<file path="src/rtl/bin2bcd_seq_pkg.sv">
// Shared constants and state encoding for the sequential binary-to-BCD converter.
package bin2bcd_seq_pkg;

    typedef enum logic [1:0] {
        IDLE  = 2'd0,
        LOAD  = 2'd1,
        SHIFT = 2'd2,
        DONE  = 2'd3
    } state_e;

    localparam int CONV_BITS = 14;
    localparam int MAX_VALUE = 9999;
    localparam int NIB_W     = 4;
    localparam int NUM_DIG   = 4;
    localparam int BCD_W     = NIB_W * NUM_DIG;
    localparam int CNT_W     = $clog2(CONV_BITS + 1);

    localparam logic [NIB_W-1:0] ADD3_THRESH = 4'd5;
    localparam logic [NIB_W-1:0] ADD3_CONST  = 4'd3;
    localparam logic [BCD_W-1:0] BCD_SAT     = 16'h9999;

endpackage

</file>
<file path="src/rtl/bin2bcd_seq_bcd_add3.sv">
// Double-dabble nibble corrector: adds 3 to a BCD nibble of 5 or more.
module bcd_add3
    import bin2bcd_seq_pkg::*;
(
    input  logic [NIB_W-1:0] nib_i,
    output logic [NIB_W-1:0] nib_o
);

    assign nib_o = (nib_i >= ADD3_THRESH) ? nib_i + ADD3_CONST : nib_i;

endmodule

</file>
<file path="src/rtl/bin2bcd_seq.sv">
// Sequential 32-bit binary to 4-digit BCD converter (shift-add-3, one bit per cycle).
// Optional leading-zero blank flags are enabled by defining BCD_BLANK_ZERO_EN.
module bin2bcd_seq
    import bin2bcd_seq_pkg::*;
#(
    parameter int IN_WIDTH = 32
) (
    input  logic                clk,
    input  logic                rst_n,
    input  logic                in_valid,
    output logic                in_ready,
    input  logic [IN_WIDTH-1:0] valor,
    output logic [3:0]          dig1,
    output logic [3:0]          dig2,
    output logic [3:0]          dig3,
    output logic [3:0]          dig4,
    output logic                out_valid,
    output logic                overflow
`ifdef BCD_BLANK_ZERO_EN
    ,
    output logic [3:0]          blank
`endif
);

    state_e               state_q, state_d;
    logic [IN_WIDTH-1:0]  val_q, val_d;
    logic [CONV_BITS-1:0] bin_q, bin_d;
    logic [BCD_W-1:0]     bcd_q, bcd_d, bcd_adj;
    logic [BCD_W-1:0]     dig_q, dig_d;
    logic [CNT_W-1:0]     cnt_q, cnt_d;
    logic                 pend_q, pend_d;
    logic                 ovf_q, ovf_d;

    for (genvar g = 0; g < NUM_DIG; g++) begin : g_add3
        bcd_add3 u_add3 (
            .nib_i (bcd_q[g*NIB_W +: NIB_W]),
            .nib_o (bcd_adj[g*NIB_W +: NIB_W])
        );
    end

    always_comb begin
        state_d = state_q;
        val_d   = val_q;
        bin_d   = bin_q;
        bcd_d   = bcd_q;
        cnt_d   = cnt_q;
        pend_d  = pend_q;
        dig_d   = dig_q;
        ovf_d   = ovf_q;
        case (state_q)
            IDLE: begin
                if (in_valid) begin
                    val_d   = valor;
                    state_d = LOAD;
                end
            end
            LOAD: begin
                if (val_q > IN_WIDTH'(MAX_VALUE)) begin
                    bcd_d   = BCD_SAT;
                    pend_d  = 1'b1;
                    state_d = DONE;
                end else begin
                    bin_d   = val_q[CONV_BITS-1:0];
                    bcd_d   = '0;
                    pend_d  = 1'b0;
                    cnt_d   = '0;
                    state_d = SHIFT;
                end
            end
            SHIFT: begin
                // Top bit of the thousands nibble falls off; unreachable for values <= 9999.
                {bcd_d, bin_d} = {bcd_adj, bin_q} << 1;
                cnt_d          = cnt_q + 1'b1;
                if (cnt_q == CNT_W'(CONV_BITS - 1)) state_d = DONE;
            end
            DONE: state_d = IDLE;
            default: state_d = IDLE;
        endcase
        // Digits are captured on entry to DONE so they are valid alongside out_valid.
        if (state_d == DONE) begin
            dig_d = bcd_d;
            ovf_d = pend_d;
        end
    end

    always_ff @(posedge clk or negedge rst_n) begin
        if (!rst_n) begin
            state_q <= IDLE;
            val_q   <= '0;
            bin_q   <= '0;
            bcd_q   <= '0;
            cnt_q   <= '0;
            pend_q  <= 1'b0;
            dig_q   <= '0;
            ovf_q   <= 1'b0;
        end else begin
            state_q <= state_d;
            val_q   <= val_d;
            bin_q   <= bin_d;
            bcd_q   <= bcd_d;
            cnt_q   <= cnt_d;
            pend_q  <= pend_d;
            dig_q   <= dig_d;
            ovf_q   <= ovf_d;
        end
    end

    assign in_ready  = (state_q == IDLE);
    assign out_valid = (state_q == DONE);
    assign dig1      = dig_q[3:0];
    assign dig2      = dig_q[7:4];
    assign dig3      = dig_q[11:8];
    assign dig4      = dig_q[15:12];
    assign overflow  = ovf_q;

`ifdef BCD_BLANK_ZERO_EN
    logic [3:0] blank_q, blank_d;

    always_comb begin
        blank_d = blank_q;
        if (state_d == DONE) begin
            blank_d[0] = 1'b0;
            blank_d[3] = (bcd_d[15:12] == 4'd0);
            blank_d[2] = blank_d[3] && (bcd_d[11:8] == 4'd0);
            blank_d[1] = blank_d[2] && (bcd_d[7:4] == 4'd0);
        end
    end

    always_ff @(posedge clk or negedge rst_n) begin
        if (!rst_n) blank_q <= 4'b0000;
        else        blank_q <= blank_d;
    end

    assign blank = blank_q;
`endif

endmodule

</file>
<file path="config.mk">
export PLATFORM = sky130hd
export DESIGN_NAME = bin2bcd_seq
export DESIGN_NICKNAME = d
export VERILOG_FILES = /design/src/rtl/bin2bcd_seq_pkg.sv /design/src/rtl/bin2bcd_seq_bcd_add3.sv /design/src/rtl/bin2bcd_seq.sv
export SDC_FILE = /design/constraint.sdc
export NUM_CORES = 1
export LEC_CHECK = 0
export CAP_MARGIN = 20
export CORE_AREA = 2 2 89 91
export DETAILED_ROUTE_END_ITERATION = 7
export DIE_AREA = 0 0 91 93
export PLACE_DENSITY = 0.86
export SYNTH_ARGS = -nofsm -noshare
export SYNTH_HDL_FRONTEND = slang
export SYNTH_HIERARCHICAL = 1
export SYNTH_SLANG_ARGS = --single-unit
</file>
<file path="constraint.sdc">
create_clock -name clk -period 2.45 [get_ports clk]
set_input_delay 0.49 -clock clk [delete_from_list [all_inputs] [get_ports clk]]
set_output_delay 0.49 -clock clk [all_outputs]
set_load 0.01 [all_outputs]
</file>
# Word level (Yosys, flattened, before mapping)
# Cells that the tools add are included.
[word_totals] reg_bits=86 mem_count=0 latch_bits=0 output_inout_bits=19 elab_cells=44 rom_bits=0 ram_bits=0
[classes] n_addsub=5 magnitude_cmp=5 mul=0 n_shift=0 n_div=0 n_bitwise=0 muxes=16 eq_ne=6 n_reduce_logical=4
[op_table] operator="32-bit by 14-bit > comparator with 1-bit output, second input constant" n=1
[op_table] operator="16-bit one-hot mux with 2 select lines" n=1
[op_table] operator="14-bit one-hot mux with 2 select lines" n=1
[op_table] operator="4-bit by 3-bit greater-or-equal comparator with 1-bit output, second input constant" n=4
[op_table] operator="16-bit two-way mux" n=1
[op_table] operator="4-bit two-way mux" n=4
[op_table] operator="14-bit two-way mux" n=1
[op_table] operator="4-bit by 2-bit adder with 4-bit output, second input constant" n=3
[op_table] operator="2-bit one-hot mux with 4 select lines" n=1
[op_table] operator="4-bit one-hot mux with 2 select lines" n=1
[op_table] operator="2-bit equality test, second input constant" n=3
[op_table] operator="4-bit by 1-bit adder with 4-bit output, second input constant" n=1
[op_table] operator="4-bit equality test, second input constant" n=1
[op_table] operator="2-bit two-way mux" n=2
[op_table] operator="2-bit AND reduction" n=2
[op_table] operator="3-bit by 2-bit adder with 3-bit output, second input constant" n=1
[op_table] operator="1-bit two-way mux" n=3
[op_table] operator="3-bit two-way mux" n=1
[op_table] operator="2-bit by 1-bit equality test with 1-bit output, second input constant" n=1
[op_table] operator="2-bit logical NOT" n=1
[op_table] operator="2-bit != test, second input constant" n=1
[op_table] operator="2-bit nonzero test" n=1

# Longest topological paths before layout
[logic_depth] ltp_word=4 ltp_mapped=8

# By module
# The synthesis kept the hierarchy.
[by_module_without_submodules] module="bin2bcd_seq" cells_each=303 area_each_um2=3631.0 n_inst=1
[by_module_without_submodules] module="bcd_add3" cells_each=16 area_each_um2=101.3 n_inst=4

# Worst setup path before layout
# OpenSTA, ideal clock, no wires.
[synth_timing] path_type="reg-to-reg" startpoint="register state_q[0]" endpoint="register dig_q[7]" stages_incl_launch_ff=8 n_path_buf=2 period_less_slack_ps=1949 t_arrival_ps=1824 setup_slack_ps=501 setup_ps=125 path_cell_list="dfrtp_1 -> inv_1 -> ha_1 -> clkbuf_1 -> nand2_1 -> a21oi_2 -> buf_6 -> mux2_4"
[synth_between] elab_chain_len=3 word_cells_on_any_way=9
[synth_rtl] element="start, declared" line_no="bin2bcd_seq.sv:25" source="state_e state_q, state_d;"
[synth_rtl] element="start signal, assigned" line_no="bin2bcd_seq.sv:97" source="state_q <= state_d;"
[synth_rtl] element="2-bit equality test, or another cell as far along" line_no="bin2bcd_seq.sv:50" source="case (state_q)"
[synth_rtl] element="2-bit one-hot mux with 4 select lines *" line_no="bin2bcd_seq.sv:50"
[synth_rtl] element="named net state_d[1]" line_no="bin2bcd_seq.sv:25"
[synth_rtl] element="2-bit equality test *" line_no="bin2bcd_seq.sv:80" source="if (state_d == DONE) begin"
[synth_rtl] element="end signal, assigned" line_no="bin2bcd_seq.sv:103" source="dig_q <= dig_d;"
[synth_rtl] element="end, declared" line_no="bin2bcd_seq.sv:29" source="logic [BCD_W-1:0] dig_q, dig_d;"
# Mark *: on every way through the listed nets, which the timed path passes. The rest lies on a longest branch.
# A chain may end at the register's enable or synchronous reset.

# Worst setup path in the final report
[layout_timing] startpoint="register state_q[0]" endpoint="output port in_ready"
[layout_between] elab_chain_len=1
[layout_rtl] element="2-bit logical NOT" line_no="bin2bcd_seq.sv:108" source="assign in_ready = (state_q == IDLE);"
[layout_rtl] element="end, declared" line_no="bin2bcd_seq.sv:11" source="output logic in_ready,"
# Every way passes these cells.

==> flow_metrics.py <==
metrics = {
    "status": {
        "status": "finished clean",
    },
    "routing": {
        "ant_nets": 0,
        "vias_per_cell": 5.35,
        "drt_pass1_iterations": 4,
        "drc": 0,
        "wl_per_cell_um": 14.6,
        "drt_wl_total_um": 7730,
        "vias": 2823,
        "initialDrtViolationCount": 166,
    },
    "worst_setup_path": {
        "regToRegSetupSlack_ns": 0.30,
        "critical_path_class": "reg -> out",
        "worst-path-max-fanout": 4,
        "arrival_ns": 1.68,
        "cp-end-kind": "output port",
        "crit_path_start_kind": "flop",
        "required_ns": 1.96,
    },
    "floorplan": {
        "placementRows": 32,
        "die_h_um": 93,
        "die_w_um": 91,
        "initial_utilization": 0.534,
        "die_area_sq_um": 8460,
        "io_pins": 54,
        "core_area_sq_um": 7530,
    },
    "grt": {
        "grt_max_degree": 51,
        "grt_util_met2": 0.348,
        "grt_overflow": 0,
        "grt_pass1_wl_um": 13200,
        "grt-busiest-layer": "met2",
        "met3_usage": 0.0338,
        "met1_usage": 0.239,
        "grt_antenna_before_repair": 0,
        "grt_pass1_vias": 2877,
        "grt_use_total": 0.197,
    },
    "pwr": {
        "p_seq_frac": 0.389,
        "vdd_drop_max_uv": 609,
        "p_comb_frac": 0.466,
        "total_leakage_power_nw": 2.10,
        "swShare": 0.381,
        "p_int_mw": 4.12,
        "p_clk_frac": 0.145,
        "p_per_area_nw_per_um2": 1360,
        "switching_power_mw": 2.54,
    },
    "clock_tree": {
        "root_buffer": "clkbuf_8",
        "path_clk_slew_ns": 0.08,
        "post_cts.repair.setup_buffers": 0,
        "cts_resized": 0,
        "cts_sinks": 86,
        "htreeDepth": 3,
        "cts_tree": "done",
        "cts-hold-fix-buffers": 0,
        "clkLatencyLatePin_ns": 0.36,
        "cts_max_path_buffers": 2,
        "numCtsBuffers": 9,
    },
    "yosys": {
        "synth_warnings": 6,
        "syn-cell-area_sq_um": 4020,
        "syn_area_per_cell_sq_um": 11.1,
        "syn_inst": 363,
        "syn_nets": 412,
    },
    "place": {
        "place_hpwl_um": 5510,
        "io_buffers": 53,
        "place_congestion": 0.795,
        "place_inst": 513,
    },
    "sta": {
        "hold_violations": 0,
        "finalSetupViolCount": 0,
        "worst_pin_slew_ns": 0.486,
        "fmax_ghz": 0.461,
        "skew_ns": 0.00915,
        "fin_tns_setup_ns": 0,
        "relSlewSlack": 0.676,
        "final.period_utilization": 0.885,
        "period_minus_slack_ns": 2.17,
        "finalMaxSlewViolations": 0,
        "grt_setup_unrepaired": "false",
    },
    "cells_and_area": {
        "stdcell_count": 528,
        "drive_gt1_frac": 0.176,
        "n_antenna_cell": 0,
        "nets": 471,
        "areaGrowthSynthToFinish_pct": 21.6,
    },
    "job": {
        "maxCapViolCount": 0,
    },
    "worst_hold_path": {
        "min_path_type": "in -> async",
    },
}
## cells in the final DEF, fill, tap and decap left out
cell / n
nor4_1: 5
o21ai_0: 15
xnor2_1: 4
nand3b_1: 1
nor2_1: 28
ha_1: 14
o221ai_1: 1
nor2b_1: 1
nand2_1: 39
dfrtp_1: 86
o41ai_2: 1
a21boi_0: 2
nand2b_1: 7
buf_4: 10
clkinv_4: 1
and2_1: 1
nor3_1: 1
o22ai_1: 2
nand3_1: 4
or3b_2: 1
clkinvlp_4: 2
mux2i_1: 27
mux2_2: 39
mux2_4: 2
buf_12: 1
inv_1: 32
a21oi_2: 5
nand4_1: 1
a31oi_1: 9
a21oi_1: 15
clkdlybuf4s50_1: 52
clkinv_2: 2
o21ai_1: 4
clkbuf_8: 9
o31ai_4: 1
bufinv_16: 1
## through the flow
stage / power, mW / setup slack [ns] / area, sq um / util / hold WS (ns)
after floorplan: 4.76 / 0.501 / 4020 / - / 0.194
after global placement: 5.50 / 0.386 / 4700 / 0.624 / 0.475
after detailed placement: 5.71 / 0.310 / 4700 / 0.624 / 0.486
final: 6.65 / 0.281 / 4880 / 0.649 / 0.0900
after global routing: 7.18 / 0.184 / 4880 / 0.649 / 0.125
after CTS: 6.69 / 0.261 / 4880 / 0.649 / 0.0995
## worst paths after layout
| path | start | to | cells after the start |
|---|---|---|---|
| max in group asynchronous | rst_n | bin_q[8]$_DFFE_PN0P_ | 2 |
| worst min-delay path | rst_n | dig_q[10]$_DFFE_PN0N_ | 1 |
| min in group clk | val_q[2]$_DFFE_PN0P_ | val_q[2]$_DFFE_PN0P_ | 1 |
| worst min register to register | val_q[2]$_DFFE_PN0P_ | val_q[2]$_DFFE_PN0P_ | 1 |
| worst max register to register | val_q[18]$_DFFE_PN0P_ | dig_q[7]$_DFFE_PN0N_ | 6 |
| worst max-delay path | state_q[0]$_DFF_PN0_ | in_ready | 3 |
## area by class of cell
type	instances	area, sq um
flip-flops and latches	86	2150
clock inverters	6	63.8
fillers	629	2640
well taps	102	128
multi-input cells	230	1680
repair buffers	63	616
inverters	32	120
clock buffers	9	124
## routing by layer
layer,vias up,wire [um]
li1,1346,-
met1,1393,3250
met2,70,4060
met3,14,271
met4,0,146
met5,-,0
## critical path, stage by stage, from the launching register on
cell and delay (ns):
dfrtp_1 0.43, inv_1 0.12, ha_1 0.22, clkdlybuf4s50_1 0.55
## flip-flops by register name, summed over array words and instances, names as in the netlist
| name | cells |
|---|---|
| val_q | 32 |
| bcd_q | 16 |
| dig_q | 16 |
| bin_q | 14 |
| cnt_q | 4 |
| state_q | 2 |
| overflow | 1 |
| pend_q | 1 |
## power groups by stage
stage	sequential, mW	clock, mW	combinational [mW]
finish	2.59	0.966	3.10
global route	2.68	1.04	3.45
CTS	2.59	0.984	3.12
detailed placement	2.61	0	3.10
global placement	2.56	0	2.94
floorplan	2.51	0	2.25
No activity file was read; power rests on OpenSTA's default activity.
